**config.mk**
```make
export PLATFORM = sky130hd
export DESIGN_NAME = spi_master_param
export DESIGN_NICKNAME = d
export VERILOG_FILES = /design/src/rtl/spi_pkg.sv /design/src/rtl/spi_clk_gen.sv /design/src/rtl/spi_master_param.sv
export SDC_FILE = /design/constraint.sdc
export NUM_CORES = 1
export LEC_CHECK = 0
export CAP_MARGIN = 10
export CORE_MARGIN = 10
export CORE_UTILIZATION = 29
export CTS_BUF_LIST = sky130_fd_sc_hd__clkbuf_4
export DETAILED_ROUTE_END_ITERATION = 8
export GPL_ROUTABILITY_DRIVEN = 0
export SLEW_MARGIN = 15
export SYNTH_ARGS = -nofsm -noshare
export SYNTH_HDL_FRONTEND = slang
export SYNTH_SLANG_ARGS = --single-unit
```
**constraint.sdc**
```tcl
create_clock -name clk -period 2.35 [get_ports clk]
set_clock_uncertainty 0.05 [all_clocks]
set_input_delay 0.3525 -clock clk [delete_from_list [all_inputs] [get_ports clk]]
set_output_delay 0.3525 -clock clk [all_outputs]
set_load 0.005 [all_outputs]
```
**src/rtl/spi_pkg.sv**
```systemverilog
// Shared types and constants for the parametrised SPI master.
package spi_pkg;
  typedef enum logic [1:0] {IDLE, LEAD, XFER, TRAIL} spi_state_t;

  localparam int CPOL_BIT = 1;
  localparam int CPHA_BIT = 0;
endpackage

```
**src/rtl/spi_clk_gen.sv**
```systemverilog
// SCLK generator: splits a transfer into 2*DATA_W+2 units of CLK_DIV cycles
// (lead, 2*DATA_W half-periods, trail) and toggles sclk entering each half-period.
module spi_clk_gen #(
  parameter int DATA_W  = 8,
  parameter int CLK_DIV = 2,
  localparam int UNIT_W = $clog2(2*DATA_W+2)
) (
  input  logic              clk,
  input  logic              reset,
  input  logic              load,
  input  logic              active,
  input  logic              cpol,
  output logic              sclk,
  output logic              tick,
  output logic              lead_next,
  output logic              trail_next,
  output logic              lead_edge,
  output logic              trail_edge,
  output logic [UNIT_W-1:0] hp_cnt
);
  localparam int DIV_W = (CLK_DIV > 1) ? $clog2(CLK_DIV) : 1;

  logic [DIV_W-1:0] div_cnt;
  logic             toggle;

  // *_next fire on the clk edge that moves sclk; *_edge are high in the cycle after it
  assign tick       = active && (div_cnt == DIV_W'(CLK_DIV-1));
  assign toggle     = tick && (hp_cnt < UNIT_W'(2*DATA_W));
  assign lead_next  = toggle && !hp_cnt[0];
  assign trail_next = toggle && hp_cnt[0];

  always_ff @(posedge clk or negedge reset) begin
    if (!reset) begin
      div_cnt    <= '0;
      hp_cnt     <= '0;
      sclk       <= 1'b0;
      lead_edge  <= 1'b0;
      trail_edge <= 1'b0;
    end else begin
      lead_edge  <= lead_next;
      trail_edge <= trail_next;
      if (load) begin
        div_cnt <= '0;
        hp_cnt  <= '0;
        sclk    <= cpol;
      end else if (tick) begin
        div_cnt <= '0;
        hp_cnt  <= hp_cnt + 1'b1;
        if (toggle) sclk <= ~sclk;
      end else if (active) begin
        div_cnt <= div_cnt + 1'b1;
      end
    end
  end
endmodule

```
**src/rtl/spi_master_param.sv**
```systemverilog
// Parametrised SPI master: per-transfer CPOL/CPHA and bit order, start/busy/done
// handshake with back-to-back support, and an error flag for out-of-range sel.
module spi_master_param
  import spi_pkg::*;
#(
  parameter int DATA_W     = 8,
  parameter int NUM_SLAVES = 3,
  parameter int CLK_DIV    = 2,
  localparam int SEL_W     = (NUM_SLAVES > 1) ? $clog2(NUM_SLAVES) : 1
) (
  input  logic                  clk,
  input  logic                  reset,
  input  logic                  start,
  input  logic [1:0]            mode,
  input  logic                  lsb_first,
  input  logic [SEL_W-1:0]      sel,
  input  logic [DATA_W-1:0]     tx_data,
  input  logic                  miso,
  output logic                  sclk,
  output logic                  mosi,
  output logic [NUM_SLAVES-1:0] ss_n,
  output logic                  busy,
  output logic                  done,
  output logic                  err,
  output logic [DATA_W-1:0]     rx_data
);
  localparam int UNIT_W = $clog2(2*DATA_W+2);
  localparam logic [UNIT_W-1:0] LAST_HP    = UNIT_W'(2*DATA_W);
  localparam logic [UNIT_W-1:0] LAST_TRAIL = UNIT_W'(2*DATA_W-1);

  spi_state_t          state;
  logic                cpha, lsb, sel_ok_q;
  logic [DATA_W-1:0]   tx_sh, rx_sh;
  logic                accept, active, sel_ok, adv, sample;
  logic                tick, lead_next, trail_next, lead_edge, trail_edge;
  logic [UNIT_W-1:0]   hp_cnt;

  function automatic logic first_bit(input logic [DATA_W-1:0] w, input logic lsbf);
    return lsbf ? w[0] : w[DATA_W-1];
  endfunction

  function automatic logic [DATA_W-1:0] shift_out(input logic [DATA_W-1:0] w, input logic lsbf);
    return lsbf ? {1'b0, w[DATA_W-1:1]} : {w[DATA_W-2:0], 1'b0};
  endfunction

  function automatic logic [DATA_W-1:0] shift_in(input logic [DATA_W-1:0] w, input logic lsbf,
                                                 input logic b);
    return lsbf ? {b, w[DATA_W-1:1]} : {w[DATA_W-2:0], b};
  endfunction

  assign accept = (state == IDLE) && start;
  assign active = (state != IDLE);
  assign sel_ok = (32'(sel) < NUM_SLAVES);
  // CPHA=0 preloads bit 0 at accept, so its final trailing edge carries no new bit
  assign adv    = active && (cpha ? lead_next : (trail_next && hp_cnt != LAST_TRAIL));
  assign sample = active && (cpha ? trail_edge : lead_edge);

  spi_clk_gen #(.DATA_W(DATA_W), .CLK_DIV(CLK_DIV)) u_clk_gen (
    .clk        (clk),
    .reset      (reset),
    .load       (accept),
    .active     (active),
    .cpol       (mode[CPOL_BIT]),
    .sclk       (sclk),
    .tick       (tick),
    .lead_next  (lead_next),
    .trail_next (trail_next),
    .lead_edge  (lead_edge),
    .trail_edge (trail_edge),
    .hp_cnt     (hp_cnt)
  );

  always_ff @(posedge clk or negedge reset) begin
    if (!reset) begin
      state    <= IDLE;
      cpha     <= 1'b0;
      lsb      <= 1'b0;
      sel_ok_q <= 1'b0;
      mosi     <= 1'b0;
      ss_n     <= '1;
      busy     <= 1'b0;
      done     <= 1'b0;
      err      <= 1'b0;
      rx_data  <= '0;
    end else begin
      done <= 1'b0;
      err  <= 1'b0;
      if (adv) mosi <= first_bit(tx_sh, lsb);
      case (state)
        IDLE: if (start) begin
          state    <= LEAD;
          cpha     <= mode[CPHA_BIT];
          lsb      <= lsb_first;
          sel_ok_q <= sel_ok;
          busy     <= 1'b1;
          ss_n     <= sel_ok ? ~(NUM_SLAVES'(1) << sel) : '1;
          if (!mode[CPHA_BIT]) mosi <= first_bit(tx_data, lsb_first);
        end
        LEAD: if (tick) state <= XFER;
        XFER: if (tick && hp_cnt == LAST_HP) state <= TRAIL;
        TRAIL: if (tick) begin
          state   <= IDLE;
          busy    <= 1'b0;
          done    <= 1'b1;
          err     <= !sel_ok_q;
          ss_n    <= '1;
          rx_data <= rx_sh;
        end
        default: state <= IDLE;
      endcase
    end
  end

  // Shift registers carry data only; every transfer fully rewrites them
  always_ff @(posedge clk) begin
    if (accept) tx_sh <= mode[CPHA_BIT] ? tx_data : shift_out(tx_data, lsb_first);
    else if (adv) tx_sh <= shift_out(tx_sh, lsb);
    if (sample) rx_sh <= shift_in(rx_sh, lsb, miso);
  end
endmodule

```
; Yosys cells after proc, flatten, opt, wreduce, memory -nomap -nowiden
; Index checks and enable logic that the tools add are counted.
[word_totals]
ff_bits = 45
word_cells = 94
input_bits = 17
[classes]
muxes = 38
n_lt_le_gt_ge = 2
shifts = 1
n_eq_ne = 9
reduce_logical = 23
n_addsub = 2
bitwise = 2
[op_table]
columns = cell, count
row1 = $mux W8, 6
row2 = $mux W1, 20
row3 = $mux W5, 2
row4 = $reduce_bool A2 Y1, 5
row5 = $logic_and A1 B1 Y1, 9
row6 = $mux W3, 3
row7 = $mux W2, 4
row8 = $ne A2 B2 Y1 const B, 4
row9 = $pmux W2 S4, 1
row10 = $pmux W3 S2, 1
row11 = $reduce_and A2 Y1, 3
row12 = $add A5 B1 Y5 const B, 1
row13 = $eq A5 B5 Y1 const B, 1
row14 = $lt A5 B5 Y1 const B, 1
row15 = $ne A5 B4 Y1 const B, 1
row16 = $eq A2 B2 Y1 const B, 2
row17 = $reduce_and A4 Y1, 1
row18 = $not A3 Y3, 1
row19 = $reduce_and A3 Y1, 1
row20 = $reduce_bool A3 Y1, 1
row21 = $shl A1 B2 Y3 const A, 1
row22 = $eq A2 B1 Y1 const B, 1
row23 = $logic_not A1 Y1, 2
row24 = $logic_not A2 Y1, 1
row25 = other kinds (4), 4

; Longest topological paths before layout
; Gate-level depths: netlist of run 1.
[depth]
depth_word = 11
depth_mapped = 8
mapped_depth_nobuf = 7

; By module
; Synthesis of run 1 repeated with hierarchy kept, for this count alone.
[unflattened]
hier_cells = 183
hier_area_um2 = 2210.9
[by_module_without_submodules]
columns = module, area_per_inst_um2, cells_per_inst, instances
row1 = spi_master_param, 1815.5, 145, 1
row2 = spi_clk_gen, 395.4, 38, 1

; Worst setup path before layout of run 1
; Ideal clock, no wire load.
[synth_path]
path_kind = reg-to-reg
startpoint = register u_clk_gen.hp_cnt[0]
endpoint = register tx_sh[0], enable pin
path_buffers = 0
setup_time_ns = 0.329
t_arrival_ns = 1.453
path_stages_with_launch = 7
required_time_ns = 1.971
path_slack_ns = 0.518
synth_period_minus_slack_ns = 1.832
cell_sequence = dfrtp_1 ha_1 and3_1 ha_1 nor3b_1 o21ai_0 nand2_1
[synth_via]
elab_chain_cells = 7
[synth_lines]
columns = item, line
row1 = start: declaration, spi_clk_gen.sv:19  ; output logic [UNIT_W-1:0] hp_cnt
row2 = start signal: assignment, spi_clk_gen.sv:48  ; hp_cnt <= hp_cnt + 1'b1;
row3 = $lt A5 B5 Y1, spi_clk_gen.sv:28  ; assign toggle = tick && (hp_cnt < UNIT_W'(2*DATA_W));
row4 = $logic_and A1 B1 Y1, spi_clk_gen.sv:28
row5 = $logic_and A1 B1 Y1, spi_clk_gen.sv:30  ; assign trail_next = toggle && hp_cnt[0];
row6 = $logic_and A1 B1 Y1, spi_master_param.sv:55  ; assign adv = active && (cpha ? lead_next : (trail_next && hp_cnt != LAST_TRAIL));
row7 = $mux W1 (*), spi_master_param.sv:55
row8 = $logic_and A1 B1 Y1 (*), spi_master_param.sv:55
row9 = $reduce_bool A2 Y1 (no source line) (*), n/a
row10 = end signal: assignment, spi_master_param.sv:116  ; if (accept) tx_sh <= mode[CPHA_BIT] ? tx_data : shift_out(tx_data, lsb_first);
row11 = end signal: assignment, spi_master_param.sv:117  ; else if (adv) tx_sh <= shift_out(tx_sh, lsb);
row12 = end: declaration, spi_master_param.sv:33  ; logic [DATA_W-1:0] tx_sh, rx_sh;
; Mark *: on every way between the ends. The rest lies on a longest branch, timed or not.
; A chain may end at the register's enable or synchronous reset.

; Final worst setup path of run 1
[layout_path]
startpoint = register state[0]
endpoint = register rx_data[5]
[layout_via]
elab_chain_cells = 3
[layout_lines]
columns = item, line
row1 = start: declaration, spi_master_param.sv:31  ; spi_state_t state;
row2 = start signal: assignment, spi_master_param.sv:75  ; state <= IDLE;
row3 = start signal: assignment, spi_master_param.sv:91  ; state <= LEAD;
row4 = start signal: assignment, spi_master_param.sv:99  ; LEAD: if (tick) state <= XFER;
row5 = $reduce_bool A2 Y1, spi_master_param.sv:52  ; assign active = (state != IDLE);
row6 = $logic_and A1 B1 Y1, spi_clk_gen.sv:27  ; assign tick = active && (div_cnt == DIV_W'(CLK_DIV-1));
row7 = $reduce_and A2 Y1 (no source line) (*), n/a
row8 = end signal: assignment, spi_master_param.sv:107  ; rx_data <= rx_sh;
row9 = end: declaration, spi_master_param.sv:25  ; output logic [DATA_W-1:0] rx_data
; Marked as above.

==> results of run 1 <==
sequential cells by signal, summed over array words and instances (netlist names):
register              count
busy                      1
cpha                      1
done                      1
err                       1
lsb                       1
mosi                      1
rx_data                   8
rx_sh                     8
sel_ok_q                  1
ss_n                      3
state                     2
tx_sh                     8
u_clk_gen.div_cnt         1
u_clk_gen.hp_cnt          5
u_clk_gen.lead_edge       1
u_clk_gen.sclk            1
u_clk_gen.trail_edge      1
metal layers:
layer  part of all wire [%]  GRT usage, %  vias to the layer above
met5                      0             0                        -
met4                    1.0          2.00                        0
met3                    4.7          2.63                        4
met2                     50          12.8                       21
met1                     44          9.60                      709
li1                       -             -                      772
per-stage QoR:
stage | total power (W) | util [%]
CTS | 0.00359 | 37.7
global placement | 0.00307 | 36.6
global route | 0.00383 | 37.7
detailed placement | 0.00311 | 36.6
floorplan | 0.00249 | -
finish | 0.00354 | 37.7
placed cells by master, fill, tap and decap left out, types with 8 or more instances in the layout:
cell                              count
sky130_fd_sc_hd__o21ai_0             15
sky130_fd_sc_hd__nor2_1              14
sky130_fd_sc_hd__edfxtp_1            16
sky130_fd_sc_hd__a21oi_1             15
sky130_fd_sc_hd__mux2i_1             14
sky130_fd_sc_hd__clkdlybuf4s50_1     32
sky130_fd_sc_hd__inv_1                8
sky130_fd_sc_hd__mux2_2              19
sky130_fd_sc_hd__dfrtp_1             26
kinds of logic (layout without fill, tap and decap cells):
kind of cell / Yosys count / count (layout) / share of synthesized area, %
AO/OA/AOI/OAI: 43 / 43 / 11.6
XOR/XNOR: 1 / 1 / 0.391
adder cells (fa/ha/maj): 7 / 7 / 3.91
buffers and inverters: 19 / 56 / 4.02
AND/OR/NAND/NOR: 42 / 42 / 9.78
flip-flops: 45 / 45 / 54.0
multiplexers: 34 / 34 / 16.3
power breakdown:
group          internal [W]  switching (W)  total, W
Sequential          0.00127       0.000279   0.00155
Combinational      0.000858       0.000639   0.00150
Clock              0.000225       0.000267  0.000493
area by class of cell:
type	count	area, sq um
clock inverters	3	46.3
multi-input cells	127	940
clock buffers	5	37.5
well taps	99	124
flip-flops and latches	45	1210
fillers	734	4590
inverters	8	30.0
repair buffers	40	393
critical path, stage by stage (launching register included):
cell,delay [ps]
sky130_fd_sc_hd__dfrtp_1,440
sky130_fd_sc_hd__inv_1,100
sky130_fd_sc_hd__ha_1,270
sky130_fd_sc_hd__buf_4,180
sky130_fd_sc_hd__nor2b_2,40
sky130_fd_sc_hd__buf_4,160
sky130_fd_sc_hd__nand2_2,200
sky130_fd_sc_hd__mux2_2,360
worst min path at each step:
stage,slack [ps],depth (start not counted),end,startpoint
floorplan,7,0,busy$_DFFE_PN0P_,reset
CTS,320,2,rx_data[4]$_DFFE_PN0P_,reset
global placement,390,1,err$_DFF_PN0_,sel_ok_q$_DFFE_PN0P_
global route,320,2,rx_data[4]$_DFFE_PN0P_,reset
finish,310,2,rx_data[4]$_DFFE_PN0P_,reset
detailed placement,390,1,err$_DFF_PN0_,sel_ok_q$_DFFE_PN0P_
==> flow_metrics.tcl, run 1 <==
set metrics [dict create \
    yosys.area.top_type "sky130_fd_sc_hd__dfrtp_1" \
    initial_core_util_pct 30.4 \
    syn_area_per_cell_sq_um 11.7 \
    wl_per_cell_um 13.4 \
    synth_cell_type_count 38 \
    synth_largest_type_area_fraction_pct 29.1 \
    coreArea_sq_um 7370 \
    endpoint "rx_data[5]$_DFFE_PN0P_" \
    timing.final.crit_period_ps 1920 \
    critical_path.endpoint_type "flip-flop" \
    fmax_mhz 519 \
    pwr_density_cell_nw_per_um2 1270 \
    drv.max_cap_violation_count 0 \
    detail_route.wirelength_mm 4.40 \
    num-nets-final 251 \
    worst_slack_ps 425 \
    syn_nets 215 \
    report.final.setup_viol 0 \
    fin_crit_sh_pct 81.9 \
    synthMostInstantiatedCell "sky130_fd_sc_hd__dfrtp_1" \
    design.die.area_sq_um 11600 \
    place_worst_setup_slack_ps 293 \
    place_inst 319 \
    critical_path.reg2reg.startpoint "state[0]$_DFFE_PN0P_" \
    dp.final_hpwl_mm 3.31 \
    postSynth.topFlopCell "sky130_fd_sc_hd__dfrtp_1" \
    crit_required_ps 2540 \
    wire_length_of_the_first_global_routing_pass_mm 7.32 \
    timing.final.max_slew_violations 0 \
    worst_setup_path_startpoint "state[0]$_DFFE_PN0P_" \
    worst_slew_pin_slew_ps 701 \
    clock_tree.root_cell "sky130_fd_sc_hd__clkbuf_4" \
    buffers_added_on_ports 32 \
    die_height_um 108 \
    ctsHoldBuffers 0 \
    crit_type "flip-flop to flip-flop" \
    die_x_um 108 \
    async_flop_share_pct 64.4 \
    reg2reg_setup_slack_ps 430 \
    finalHoldWorstSlack_ps 315 \
    insertion_delay_to_the_later_sink_of_the_worst_skew_pair_ps 370 \
    clock_tree.htree_level_count 2 \
    finalSetupTns_ps 0 \
    mappedNetlistArea_sq_um 2240 \
    first_global_vias 1500 \
    vias 1506 \
    pin_count_of_the_biggest_net_entering_global_routing 30 \
    total_grt_overflow 0 \
    drcViolationCount 0 \
    finalHoldViolCount 0 \
    synth-warning-count 0 \
    core.rowCount 31 \
    cts-root-to-sink-buffers 2 \
    instances_no_fill 327 \
    drt_pass1_iterations 4 \
    ir_drop_mv 0.320 \
    antenna_found_initial 0 \
    hold_path_class "input port to asynchronous set/reset pin" \
    synth_cells 191 \
    dr_iter_0_viols 99 \
    critical_path.max_fanout 10 \
    worst_slew_margin_rel_pct 53.3 \
    worst_ep_arrival_time_ps 2120 \
    floorplan.io_pins 33 \
    cts_tree "yes" \
    ys_ff_latch 45 \
    post_route_cells_drive_above_1_share_pct 18.9 \
    grtUsageTotal_pct 7.82 \
    avgViaCountPerCell 4.61 \
    final_cell_area_sq_um 2780 \
    area_growth_pct 24.1 \
    post_synth_edffs 16 \
    critical_path.reg2reg.endpoint "rx_data[5]$_DFFE_PN0P_" \
    result_of_the_run "finished clean" \
    antenna_cells_inserted 0 \
    clkSinkCount 45 \
    post_cts_resized 0 \
    clk_pin_slew_worst_paths_ps 150 \
    timing.critical_path.from_type "flip-flop" \
    power.leakage_nw 1.11 \
    most_numerous_cell_types_in_the_synthesized_netlist "26 x sky130_fd_sc_hd__dfrtp_1, 19 x sky130_fd_sc_hd__mux2_2, 16 x sky130_fd_sc_hd__edfxtp_1" \
    dpl-instance-area_sq_um 2700 \
    grt_setup_unrepaired "no" \
    cts_inserted_buffers 5 \
    worst_r2r_path_depth 7 \
    drt.antenna.violating_nets 0 \
    cts_setup_buffers 0 \
    synthTopCellsByArea "sky130_fd_sc_hd__dfrtp_1 29%, sky130_fd_sc_hd__edfxtp_1 21%, sky130_fd_sc_hd__mux2_2 9.6%" \
    seq_area_frac_synth_pct 54.0 \
]
Power figures use the tool's default switching activity.
==> run 2: changes to the inputs <==
==> constraint.sdc (replaced) <==
create_clock -name clk -period 1.95 [get_ports clk]
set_clock_uncertainty 0.05 [all_clocks]
set_input_delay 0.2925 -clock clk [delete_from_list [all_inputs] [get_ports clk]]
set_output_delay 0.2925 -clock clk [all_outputs]
set_load 0.005 [all_outputs]
==> flow_metrics.tcl, run 2 (synthesis gave the netlist of run 1 again) <==
set metrics [dict create \
    result_of_the_run "finished clean" \
    drt_pass1_iterations 5 \
    most-common-layout-cells "32 x sky130_fd_sc_hd__clkdlybuf4s50_1, 26 x sky130_fd_sc_hd__dfrtp_1, 19 x sky130_fd_sc_hd__mux2_2" \
    dp.final_hpwl_mm 3.35 \
    ir_drop_mv 0.415 \
    highest_layer "met4" \
    timing.critical_path.from_type "flip-flop" \
    buffers_added_on_ports 32 \
    hold_path_class "input port to asynchronous set/reset pin" \
    crit_required_ps 2000 \
    report.final.setup_viol 0 \
    critical_path.max_fanout 8 \
    design.die.area_sq_um 11600 \
    fmax_mhz 565 \
    area_growth_pct 27.5 \
    drt.antenna.violating_nets 0 \
    total_grt_overflow 0 \
    finalHoldViolCount 0 \
    cts_inserted_buffers 5 \
    fin_crit_sh_pct 90.8 \
    cts_setup_buffers 0 \
    crit_path_frequent_cell "sky130_fd_sc_hd__ha_1" \
    initial_core_util_pct 30.4 \
    clock_tree.htree_level_count 2 \
    finalSetupTns_ps 0 \
    met1_length_mm 1.97 \
    core.rowCount 31 \
    floorplan.io_pins 33 \
    worst_slew_margin_rel_pct 65.3 \
    timing.final.max_slew_violations 0 \
    antenna_found_initial 0 \
    die_x_um 108 \
    post_route_cells_drive_above_1_share_pct 23.2 \
    crit_type "flip-flop to flip-flop" \
    dr_iter_0_viols 46 \
    pin_count_of_the_biggest_net_entering_global_routing 30 \
    cts-root-to-sink-buffers 2 \
    slowest_stage_cell_on_the_critical_path "sky130_fd_sc_hd__dfrtp_1" \
    clock_tree.root_cell "sky130_fd_sc_hd__clkbuf_4" \
    num-nets-final 260 \
    grt_setup_unrepaired "no" \
    coreArea_sq_um 7370 \
    largest_registers "rx_data (8), rx_sh (8), tx_sh (8)" \
    finalHoldWorstSlack_ps 241 \
    vias 1564 \
    first_global_vias 1520 \
    power.leakage_nw 1.15 \
    route.met3.wl_um 227 \
    cts_tree "yes" \
    clk_pin_slew_worst_paths_ps 140 \
    crit_chain "ha_1 -> and3_1 -> ha_1 -> nor3b_2 -> o21ai_1 -> nand2_1 -> buf_12" \
    worst_ep_arrival_time_ps 1820 \
    met2_wirelength_mm 2.22 \
    detail_route.wirelength_mm 4.46 \
    die_height_um 108 \
    avgViaCountPerCell 4.65 \
    antenna_cells_inserted 0 \
    critical_path.endpoint_type "flip-flop" \
    timing.final.crit_period_ps 1770 \
    insertion_delay_to_the_later_sink_of_the_worst_skew_pair_ps 360 \
    worst_slew_pin_slew_ps 519 \
    slowest_delay_ps 430 \
    grtUsageTotal_pct 7.78 \
    place_inst 328 \
    mostFrequentLayoutCell "sky130_fd_sc_hd__clkdlybuf4s50_1" \
    wl_per_cell_um 13.3 \
    pwr_density_cell_nw_per_um2 1510 \
    drv.max_cap_violation_count 0 \
    clkSinkCount 45 \
    wire_length_of_the_first_global_routing_pass_mm 7.35 \
    instances_no_fill 336 \
    drcViolationCount 0 \
]
run 2: changes by cell type in the layout (fill, tap and decap cells not counted), sizes merged:
cell / previous run / this run
clkinvlp: 1 / 2
bufinv: 1 / 0
buf: 8 / 17
clkbuf: 5 / 6
clkinv: 1 / 0
run 2: cell type report:
cell class	instances	area [sq um]
inverter	8	30.0
tap	99	124
clock inverter	2	15.0
multi-input combinational	127	960
clock buffer	6	45.0
sequential	45	1210
timing repair buffer	49	473
fill	724	4510
run 2: what timing repair did:
item / 4_1_cts / 5_1_grt
endpoints found under the setup margin: 0 / 11
gates resized for setup: 0 / 5
endpoints found under the hold margin: 0 / 0
hold buffers: 0 / 0
run 2: routing by layer:
layer  vias to the layer above  track usage [%]
met5                         -                0
met2                        21             12.7
met3                         6             2.51
li1                        783                -
met1                       754             9.32
met4                         0             2.86
run 2: stage by stage:
stage	area (sq um)	setup WS (ps)	power (W)	utilization, %
floorplan	2240	118	0.00300	-
global placement	2780	45.0	0.00383	37.7
detailed placement	2780	48.5	0.00388	37.7
CTS	2840	103	0.00435	38.5
global route	2860	10.8	0.00468	38.8
finish	2860	179	0.00432	38.8
run 2: critical path: cells and delay by family, from the launching register on:
kind                     cells  cell delay (ps)
flip-flops                   1              430
buffers and inverters        1              130
adder cells (fa/ha/maj)      2              380
AND/OR/NAND/NOR              3              420
AO/OA/AOI/OAI                1              100
run 2: worst paths after layout:
path | endpoint | slack, ps | depth (start not counted) | start
worst max-delay path | tx_sh[1]$_DFFE_PP_ | 180 | 7 | u_clk_gen.hp_cnt[1]$_DFFE_PN0P_
worst min-delay path | rx_data[5]$_DFFE_PN0P_ | 240 | 2 | reset
worst max register to register | tx_sh[1]$_DFFE_PP_ | 180 | 7 | u_clk_gen.hp_cnt[1]$_DFFE_PN0P_
worst min register to register | err$_DFF_PN0_ | 400 | 1 | sel_ok_q$_DFFE_PN0P_
max in group asynchronous | ss_n[2]$_DFFE_PN1P_ | 1290 | 2 | reset
min in group clk | err$_DFF_PN0_ | 400 | 1 | sel_ok_q$_DFFE_PN0P_
run 2: power by group:
part           switching [W]  total (W)  internal, W
Clock               0.000317   0.000473     0.000155
Combinational       0.000840    0.00201      0.00117
Sequential          0.000300    0.00184      0.00154
